<file path="config.mk">
export PLATFORM = sky130hd
export DESIGN_NAME = mgmt_irq_ctrl_flat
export DESIGN_NICKNAME = d
export VERILOG_FILES = /design/src/rtl/mgmt_irq_ctrl_if.sv /design/src/rtl/mgmt_irq_ctrl.sv /design/src/flat_wrapper.sv
export SDC_FILE = /design/constraint.sdc
export NUM_CORES = 1
export LEC_CHECK = 0
export ABC_AREA = 1
export CAP_MARGIN = 20
export CORE_MARGIN = 1
export CORE_UTILIZATION = 50
export DETAILED_ROUTE_END_ITERATION = 12
export GPL_ROUTABILITY_DRIVEN = 0
export HOLD_SLACK_MARGIN = 0.02
export PLACE_DENSITY = 0.83
export SLEW_MARGIN = 5
export SYNTH_ARGS = -nofsm -noshare
export SYNTH_HDL_FRONTEND = slang
export SYNTH_SLANG_ARGS = --single-unit
</file>
<file path="constraint.sdc">
create_clock -name sys_clk -period 4.1 [get_ports sys_clk]
set_input_delay 0.82 -clock sys_clk [delete_from_list [all_inputs] [get_ports sys_clk]]
set_output_delay 0.82 -clock sys_clk [all_outputs]
set_load 0.005 [all_outputs]
</file>
<file path="src/rtl/mgmt_irq_ctrl_if.sv">
// CSR port of the management interrupt controller (LiteX CSR bus slice).
interface mgmt_irq_ctrl_if;
  logic [2:0]  csr_adr;
  logic        csr_we;
  logic        csr_re;
  logic [31:0] csr_dat_w;
  logic [31:0] csr_dat_r;

  modport master (output csr_adr, csr_we, csr_re, csr_dat_w, input csr_dat_r);
  modport slave  (input csr_adr, csr_we, csr_re, csr_dat_w, output csr_dat_r);
endinterface

</file>
<file path="src/rtl/mgmt_irq_ctrl.sv">
// Management-core interrupt controller: per-source sync/latch lanes, fixed
// lowest-index priority, single cpu_irq line, claim/complete over CSR.

// One interrupt source: synchroniser, edge detector and edge-pending latch.
module mgmt_irq_lane #(
  parameter int SYNC_STAGES = 2
) (
  input  logic sys_clk,
  input  logic sys_rst,
  input  logic src,
  input  logic edge_mode,
  input  logic clr,
  output logic pend
);
  logic [SYNC_STAGES-1:0] sync;
  logic                   prev;
  logic                   epend;
  logic                   synced;
  logic                   rise;

  assign synced = sync[SYNC_STAGES-1];
  assign rise   = synced & ~prev;

  // Synchroniser chain, plus one flop holding the previous synced level.
  always_ff @(posedge sys_clk) begin
    if (sys_rst) begin
      sync <= '0;
      prev <= 1'b0;
    end else begin
      sync[0] <= src;
      for (int k = 1; k < SYNC_STAGES; k++) sync[k] <= sync[k-1];
      prev <= synced;
    end
  end

  // Edge latch; a rise arriving with a clear wins. Held empty in level mode
  // so switching a source to edge mode never exposes a stale latch.
  always_ff @(posedge sys_clk) begin
    if (sys_rst || !edge_mode) epend <= 1'b0;
    else if (rise)             epend <= 1'b1;
    else if (clr)              epend <= 1'b0;
  end

  // Level sources report the synced level directly, without latching.
  assign pend = edge_mode ? epend : synced;
endmodule

module mgmt_irq_ctrl #(
  parameter int NUM_IRQ     = 8,
  parameter int SYNC_STAGES = 2
) (
  input  logic               sys_clk,
  input  logic               sys_rst,
  input  logic [NUM_IRQ-1:0] irq_src,
  mgmt_irq_ctrl_if.slave     csr,
  output logic               cpu_irq,
  output logic [4:0]         active_id
);
  localparam logic [4:0] NO_ID = 5'd31;

  typedef enum logic [1:0] {IDLE, ASSERT, IN_SERVICE} state_t;
  state_t state;

  logic [NUM_IRQ-1:0] enable;
  logic [NUM_IRQ-1:0] edge_sel;
  logic [NUM_IRQ-1:0] pending;
  logic [NUM_IRQ-1:0] eligible;
  logic [NUM_IRQ-1:0] w1c;
  logic [4:0]         winner;
  logic               any_elig;
  logic               wr_enable, wr_edge, wr_pend;
  logic               rd_claim, claim_fire, cmpl_hit;
  logic [31:0]        dat_r;
  logic               unused_dat_w;

  assign unused_dat_w = ^csr.csr_dat_w;

  assign wr_enable  = csr.csr_we && (csr.csr_adr == 3'd0);
  assign wr_edge    = csr.csr_we && (csr.csr_adr == 3'd1);
  assign wr_pend    = csr.csr_we && (csr.csr_adr == 3'd2);
  assign rd_claim   = csr.csr_re && (csr.csr_adr == 3'd3);
  assign cmpl_hit   = csr.csr_we && (csr.csr_adr == 3'd4) &&
                      (csr.csr_dat_w[4:0] == active_id);
  assign w1c        = wr_pend ? csr.csr_dat_w[NUM_IRQ-1:0] : '0;
  assign eligible   = pending & enable;
  assign any_elig   = |eligible;
  // A claim only takes effect while the request is actually being offered.
  assign claim_fire = rd_claim && (state == ASSERT) && any_elig;

  // Fixed priority: lowest-index eligible source wins.
  always_comb begin
    winner = NO_ID;
    for (int i = NUM_IRQ - 1; i >= 0; i--) begin
      if (eligible[i]) winner = 5'(i);
    end
  end

  for (genvar g = 0; g < NUM_IRQ; g++) begin : g_lane
    mgmt_irq_lane #(.SYNC_STAGES(SYNC_STAGES)) u_lane (
      .sys_clk   (sys_clk),
      .sys_rst   (sys_rst),
      .src       (irq_src[g]),
      .edge_mode (edge_sel[g]),
      .clr       (w1c[g] | (claim_fire && (winner == 5'(g)))),
      .pend      (pending[g])
    );
  end

  // ENABLE / EDGE configuration registers.
  always_ff @(posedge sys_clk) begin
    if (sys_rst) begin
      enable   <= '0;
      edge_sel <= '0;
    end else begin
      if (wr_enable) enable   <= csr.csr_dat_w[NUM_IRQ-1:0];
      if (wr_edge)   edge_sel <= csr.csr_dat_w[NUM_IRQ-1:0];
    end
  end

  // Request FSM; cpu_irq follows the ASSERT state one cycle later.
  always_ff @(posedge sys_clk) begin
    if (sys_rst) begin
      state     <= IDLE;
      cpu_irq   <= 1'b0;
      active_id <= NO_ID;
    end else begin
      cpu_irq <= (state == ASSERT);
      case (state)
        IDLE: if (any_elig) state <= ASSERT;
        ASSERT: begin
          if (!any_elig) begin
            state <= IDLE;
          end else if (rd_claim) begin
            state     <= IN_SERVICE;
            active_id <= winner;
          end
        end
        IN_SERVICE: begin
          if (cmpl_hit) begin
            state     <= IDLE;
            active_id <= NO_ID;
          end
        end
        default: state <= IDLE;
      endcase
    end
  end

  // Registered read data, held until the next read strobe.
  always_ff @(posedge sys_clk) begin
    if (sys_rst) begin
      dat_r <= '0;
    end else if (csr.csr_re) begin
      case (csr.csr_adr)
        3'd0:    dat_r <= 32'(enable);
        3'd1:    dat_r <= 32'(edge_sel);
        3'd2:    dat_r <= 32'(pending);
        3'd3:    dat_r <= claim_fire ? {27'b0, winner} : 32'hFFFF_FFFF;
        default: dat_r <= '0;
      endcase
    end
  end

  assign csr.csr_dat_r = dat_r;
endmodule
</file>
<file path="src/flat_wrapper.sv">
// flat-port wrapper written by rule: the top's interface ports become plain ports
module mgmt_irq_ctrl_flat 
#(
  parameter int NUM_IRQ     = 8,
  parameter int SYNC_STAGES = 2
)
  (sys_clk, sys_rst, irq_src, cpu_irq, active_id, csr_csr_adr, csr_csr_we, csr_csr_re, csr_csr_dat_w, csr_csr_dat_r);
  mgmt_irq_ctrl_if csr_i ();
  input  logic sys_clk;
  input  logic sys_rst;
  input  logic [NUM_IRQ-1:0] irq_src;
  output logic cpu_irq;
  output logic [4:0] active_id;
  input wire logic [$bits(csr_i.csr_adr)-1:0] csr_csr_adr;
  input wire logic [$bits(csr_i.csr_we)-1:0] csr_csr_we;
  input wire logic [$bits(csr_i.csr_re)-1:0] csr_csr_re;
  input wire logic [$bits(csr_i.csr_dat_w)-1:0] csr_csr_dat_w;
  output wire logic [$bits(csr_i.csr_dat_r)-1:0] csr_csr_dat_r;
  assign csr_i.csr_adr = csr_csr_adr;
  assign csr_i.csr_we = csr_csr_we;
  assign csr_i.csr_re = csr_csr_re;
  assign csr_i.csr_dat_w = csr_csr_dat_w;
  assign csr_csr_dat_r = csr_i.csr_dat_r;
  mgmt_irq_ctrl #(.NUM_IRQ(NUM_IRQ), .SYNC_STAGES(SYNC_STAGES)) u_core (.sys_clk(sys_clk), .sys_rst(sys_rst), .irq_src(irq_src), .csr(csr_i), .cpu_irq(cpu_irq), .active_id(active_id));
endmodule
</file>
==> metrics.csv, run 1 <==
metric,value,unit
FF-to-FF path depth,10,
crit start category,flop,
antenna violations before repair,0,
Final min period,2.509,ns
# setup viols final,0,
Worst EP required,3.28,ns
Mapped Nets,464,
Antenna diodes,0,
Fmax achieved,0.3986,GHz
Slew Limit Fails,0,
Vias,2697,
CP cell instances,clkdlybuf4s50_1,
Die H,80.32,microns
crit path max fanout,25,
area delta synth->final,22.19,%
Pleak,1.549,nW
Clock H-tree levels,3,
Mean Syn Cell Area,7.354,sq um
Metal-1 WL,2.883,mm
CP Depth,1,
Tot GR Track Use,0.2209,
DR iter-0 viols,165,
Finished Cell Area,3747,sq um
Min Hold Slack,0.4004,ns
CTS buffer count,9,
Die ar.,6451,sq um
VDD IR max,0.2190,mV
initial core utilization,0.5180,
DRT Wirelength,6.479,mm
area of placed instances,3553,sq um
vias per cell,5.041,
latest clock arrival within the worst-skew pair,0.35,ns
placeable core area,5921,sq um
WL met2,2.962,mm
Detail Placement HPWL,4.678,mm
Pwr per Cell Area,349.9,nW/um^2
Crit path largest cell delay,0.72,ns
Buf/Inv on CP,1,
CP Capture Type,output pin,
clk slew on worst S/H paths,0.06,ns
sequential fraction of the synthesis area,0.4178,
input/output buffers,60,
Seq pwr share,0.496,
number of global-route vias before repair,2452,
RSZ-0062 raised after global routing,false,
max cap viols,0,
# hold bufs at CTS,0,
Sink Count,64,
grt total ovfl,0,
cell area after synthesis,3067,sq um
Seq cells post-synth,64,
Final ANT Viol Nets,0,
switch share,0.2342,
Worst-Margin Slew,0.7615,ns
Psw,0.3072,mW
Hold Path Depth,2,
Max-slew headroom,0.4918,
first-pass GRT wire length,10.81,mm
final worst path period share,0.6118,
TritonCTS clock tree,yes,
WL met3,473,microns
Synth Instances,417,
Resized cells post-CTS,0,
"Max stage delay cell, worst path",dfxtp_1,
Layout Skew,0.007606,ns
Yosys cell types,33,
Pre-antenna DRT Iters,4,
Combinational Power Share,0.097,
critical path class,reg2out,
Worst Hold Class,reg2reg,
yosys warns,0,
num rows,28,
"Setup Fix Bufs, Post-CTS",0,
top routing layer used,met4,
P_int,1.004,mW
Final TNS setup,0,ns
Die W,80.32,microns
outcome,completed,
clock share of power,0.407,
clk buf depth,2,
Residual DRC,0,
root buf cell,clkbuf_8,
Final Hold Vio Count,0,
critical path arrival,1.69,ns
total I/O pin count,85,
share of layout cells above drive strength 1,0.1283,
CP top delay family,flip-flops,
pin count of the biggest net entering global routing,38,
NumNets Final,504,
drt wl/cell,12.11,microns
## worst paths after layout
check | end | from | slack, ns
setup / recovery | csr_csr_dat_r[28] | u_core.csr.csr_dat_r[30]$_SDFFE_PP0P_ | 1.59
hold / removal | u_core.g_lane[7].u_lane.sync[1]$_SDFF_PP0_ | u_core.g_lane[7].u_lane.sync[0]$_SDFF_PP0_ | 0.40
setup reg to reg | u_core.csr.csr_dat_r[2]$_SDFFE_PP0P_ | u_core.edge_sel[2]$_SDFFE_PP0P_ | 2.49
hold reg to reg | u_core.g_lane[7].u_lane.sync[1]$_SDFF_PP0_ | u_core.g_lane[7].u_lane.sync[0]$_SDFF_PP0_ | 0.40
## synthesized netlist by cell type, drive strengths merged
cell	n	share of area
a21oi	38	0.069
o2111ai	1	0.0029
a31oi	1	0.0020
clkbuf	6	0.0073
nor3	2	0.0069
inv	75	0.093
nor2	39	0.058
xnor2	1	0.0029
dfxtp	64	0.42
or2	8	0.016
nand4	5	0.010
o221ai	2	0.0057
nand2	81	0.11
o211ai	3	0.0073
xor2	2	0.0057
clkinv	2	0.0024
buf	26	0.063
o21ai	31	0.058
nand3	25	0.048
o22ai	5	0.010
## cell type report
cell class,instances,area (sq um)
Clock buffer,11,151.4
Clock inverter,3,42.54
Fill cell,496,2173
Inverter,77,291.5
Multi-Input combinational cell,244,1279
Sequential cell,64,1281
Tap cell,75,93.84
Timing Repair Buffer,61,608.1
## layer usage
metal  vias to the layer above  track usage
met1                      1205       0.2728
li1                       1373            -
met4                         0       0.1268
met3                        18      0.03750
met2                       101       0.3615
met5                         -            0
## cells by family (layout without fill, tap and decap cells)
logic type,after synthesis,after routing,synth area share
xor+xnor,3,3,0.008569
compound gates,81,81,0.1554
buf+inv,109,152,0.1652
flops,64,64,0.4178
simple gates,160,160,0.2530
## sequential cells by signal, indices dropped and copies added, names as in the netlist
| signal | count |
|---|---|
| u_core.g_lane.u_lane.sync | 16 |
| u_core.g_lane.u_lane.epend | 8 |
| u_core.edge_sel | 8 |
| u_core.g_lane.u_lane.prev | 8 |
| u_core.cpu_irq | 1 |
| u_core.enable | 8 |
| u_core.state | 2 |
| u_core.csr.csr_dat_r | 9 |
| u_core.active_id | 4 |
## per-stage QoR
stage	util	total power, mW	std cells	setup slack [ns]
final	0.6329	1.311	535	1.591
after detailed placement	0.6002	0.7908	521	1.357
after CTS	0.6329	1.320	535	1.559
after floorplan	-	0.7393	417	2.213
after global placement	0.6002	0.7866	521	1.432
after global routing	0.6329	1.364	535	1.456
## power groups by stage
stage	registers [mW]	logic, mW	clock network, mW
4_1_cts	0.650	0.127	0.542
3_3_place_gp	0.663	0.124	0
6_report	0.650	0.127	0.534
2_1_floorplan	0.663	0.0767	0
3_5_place_dp	0.664	0.127	0
5_1_grt	0.652	0.142	0.570
## placed cells by master (no fill, tap or decap), types with 2 or more instances in the layout
cell             count
nand2_1             72
inv_1               69
dfxtp_1             64
clkdlybuf4s50_1     60
nor2_1              34
a21oi_1             32
nand3_1             22
o21ai_0             18
clkbuf_8            11
or2_2                8
o21ai_1              7
o21ai_2              6
a21oi_2              6
inv_2                5
nand4_1              5
nand2_2              5
o22ai_1              5
nor2_4               4
nand2_4              4
o211ai_1             3
xor2_1               2
nand3_2              2
clkinv_1             2
o221ai_1             2
No activity file was read; power rests on OpenSTA's default activity.
==> inputs of run 2 (changes only) <==
--- a/config.mk
+++ b/config.mk
@@ -8,11 +8,11 @@
 export ABC_AREA = 1
 export CAP_MARGIN = 20
 export CORE_MARGIN = 1
-export CORE_UTILIZATION = 50
+export CORE_UTILIZATION = 48
 export DETAILED_ROUTE_END_ITERATION = 12
 export GPL_ROUTABILITY_DRIVEN = 0
 export HOLD_SLACK_MARGIN = 0.02
-export PLACE_DENSITY = 0.83
+export PLACE_DENSITY = 0.8
 export SLEW_MARGIN = 5
 export SYNTH_ARGS = -nofsm -noshare
 export SYNTH_HDL_FRONTEND = slang
==> constraint.sdc (replaced) <==
create_clock -name sys_clk -period 2.58 [get_ports sys_clk]
set_input_delay 0.516 -clock sys_clk [delete_from_list [all_inputs] [get_ports sys_clk]]
set_output_delay 0.516 -clock sys_clk [all_outputs]
set_load 0.005 [all_outputs]
==> metrics.csv, run 2 (synthesis gave the netlist of run 1 again) <==
metric,value,unit,change
Final ANT Viol Nets,0,,unchanged
initial core utilization,0.5089,,was 0.5180
"Setup Fix Bufs, Post-CTS",0,,unchanged
Detail Placement HPWL,5.001,mm,was 4.678 mm
CP Capture Type,output pin,,unchanged
Top reg by flops,u_core.g_lane.u_lane.sync,,unchanged
Clock H-tree levels,3,,unchanged
final worst path period share,0.8680,,
Sink Count,64,,unchanged
clk buf depth,2,,unchanged
TritonCTS clock tree,yes,,unchanged
Pre-antenna DRT Iters,5,,was 4
Tot GR Track Use,0.2284,,was 0.2209
outcome,completed,,unchanged
Worst-Margin Slew,0.7774,ns,was 0.7615 ns
Worst Hold Class,reg2reg,,unchanged
Pleak,1.587,nW,was 1.549 nW
Finished Layout Cells,543,,was 535
Crit path largest cell delay,0.74,ns,was 0.72 ns
first-pass GRT wire length,11.18,mm,was 10.81 mm
Placed Cells,527,,was 521
DR iter-0 viols,132,,was 165
max cap viols,0,,unchanged
crit start category,flop,,unchanged
CP top delay family,flip-flops,,unchanged
antenna violations before repair,0,,unchanged
Final min period,2.239,ns,
drt wl/cell,12.78,microns,was 12.11 microns
input/output buffers,60,,unchanged
fill count,525,,was 496
Max-slew headroom,0.4811,,was 0.4918
CP cell instances,clkdlybuf4s50_1,,unchanged
NumNets Final,510,,was 504
Finished Cell Area,3820,sq um,was 3747 sq um
Vias,2776,,was 2697
latest clock arrival within the worst-skew pair,0.35,ns,about the same
DRT Wirelength,6.937,mm,was 6.479 mm
RSZ-0062 raised after global routing,false,,unchanged
Residual DRC,0,,unchanged
num rows,28,,unchanged
"most common cell after layout, fill and taps aside",nand2_1,,unchanged
Buf/Inv on CP,1,,unchanged
crit path max fanout,25,,unchanged
Slew Limit Fails,0,,unchanged
Resized cells post-CTS,0,,unchanged
VDD IR max,0.3428,mV,was 0.2190 mV
Die W,81.93,microns,was 80.32 microns
placeable core area,6026,sq um,was 5921 sq um
CTS buffer count,9,,unchanged
root buf cell,clkbuf_8,,unchanged
clk slew on worst S/H paths,0.07,ns,was 0.06 ns
number of global-route vias before repair,2535,,was 2452
area delta synth->final,24.56,%,was 22.19%
max FFs per register,16,,unchanged
Worst EP required,2.06,ns,was 3.28 ns
pin count of the biggest net entering global routing,38,,unchanged
Layout Skew,0.005671,ns,was 0.007606 ns
Antenna diodes,0,,unchanged
Final TNS setup,0,ns,unchanged
total I/O pin count,85,,unchanged
Pwr per Cell Area,578.7,nW/um^2,was 349.9 nW/um^2
area of placed instances,3598,sq um,was 3553 sq um
vias per cell,5.112,,was 5.041
# setup viols final,0,,unchanged
share of layout cells above drive strength 1,0.1410,,was 0.1283
# hold bufs at CTS,0,,unchanged
Die ar.,6713,sq um,was 6451 sq um
"Max stage delay cell, worst path",dfxtp_1,,unchanged
critical path class,reg2out,,unchanged
Fmax achieved,0.4465,GHz,
critical path arrival,1.72,ns,was 1.69 ns
Die H,81.93,microns,was 80.32 microns
Final Hold Vio Count,0,,unchanged
grt total ovfl,0,,unchanged
most frequent cells in the layout,"nand2_1, inv_1, dfxtp_1",,unchanged
[run 2: per-stage QoR]
step / hold slack, ns / power (mW) / setup WS (ns) / utilization
global route: 0.4145 / 2.298 / 0.1849 / 0.6339
floorplan: 0.3883 / 1.175 / 0.9966 / -
finish: 0.4035 / 2.210 / 0.3406 / 0.6339
global placement: 0.3899 / 1.256 / 0.4192 / 0.5972
CTS: 0.4063 / 2.221 / 0.2899 / 0.6339
detailed placement: 0.3959 / 1.264 / 0.3691 / 0.5972
[run 2: metal layers]
layer / vias to the layer above / track usage / wire length [microns]
met5: - / 0 / 0
met4: 0 / 0.1456 / 143
met3: 13 / 0.04556 / 522
met2: 113 / 0.3917 / 3339
met1: 1270 / 0.2567 / 2931
li1: 1380 / - / -
[run 2: cell type report]
cell class              instances  area [sq um]  area share
clock inverters                 5         80.08     0.02096
multi-input cells             244          1279      0.3348
clock buffers                  11         141.4     0.03701
inverters                      77         291.5     0.07632
flip-flops and latches         64          1281      0.3354
repair buffers                 67         653.1      0.1710
well taps                      75         93.84     0.02457
[run 2: worst paths after layout]
kind         cells after the start  slack (ns)                                         end                                  startpoint
max reg2reg                     11        0.97  u_core.g_lane[2].u_lane.epend$_SDFFE_PP0P_             u_core.edge_sel[0]$_SDFFE_PP0P_
min reg2reg                      2        0.40  u_core.g_lane[0].u_lane.sync[1]$_SDFF_PP0_  u_core.g_lane[0].u_lane.sync[0]$_SDFF_PP0_
min                              2        0.40  u_core.g_lane[0].u_lane.sync[1]$_SDFF_PP0_  u_core.g_lane[0].u_lane.sync[0]$_SDFF_PP0_
max                              1        0.34                           csr_csr_dat_r[15]       u_core.csr.csr_dat_r[30]$_SDFFE_PP0P_
[run 2: report_power, final]
part	internal, mW	switching, mW
clock network	0.568	0.398
logic	0.0964	0.114
registers	1.02	0.0154
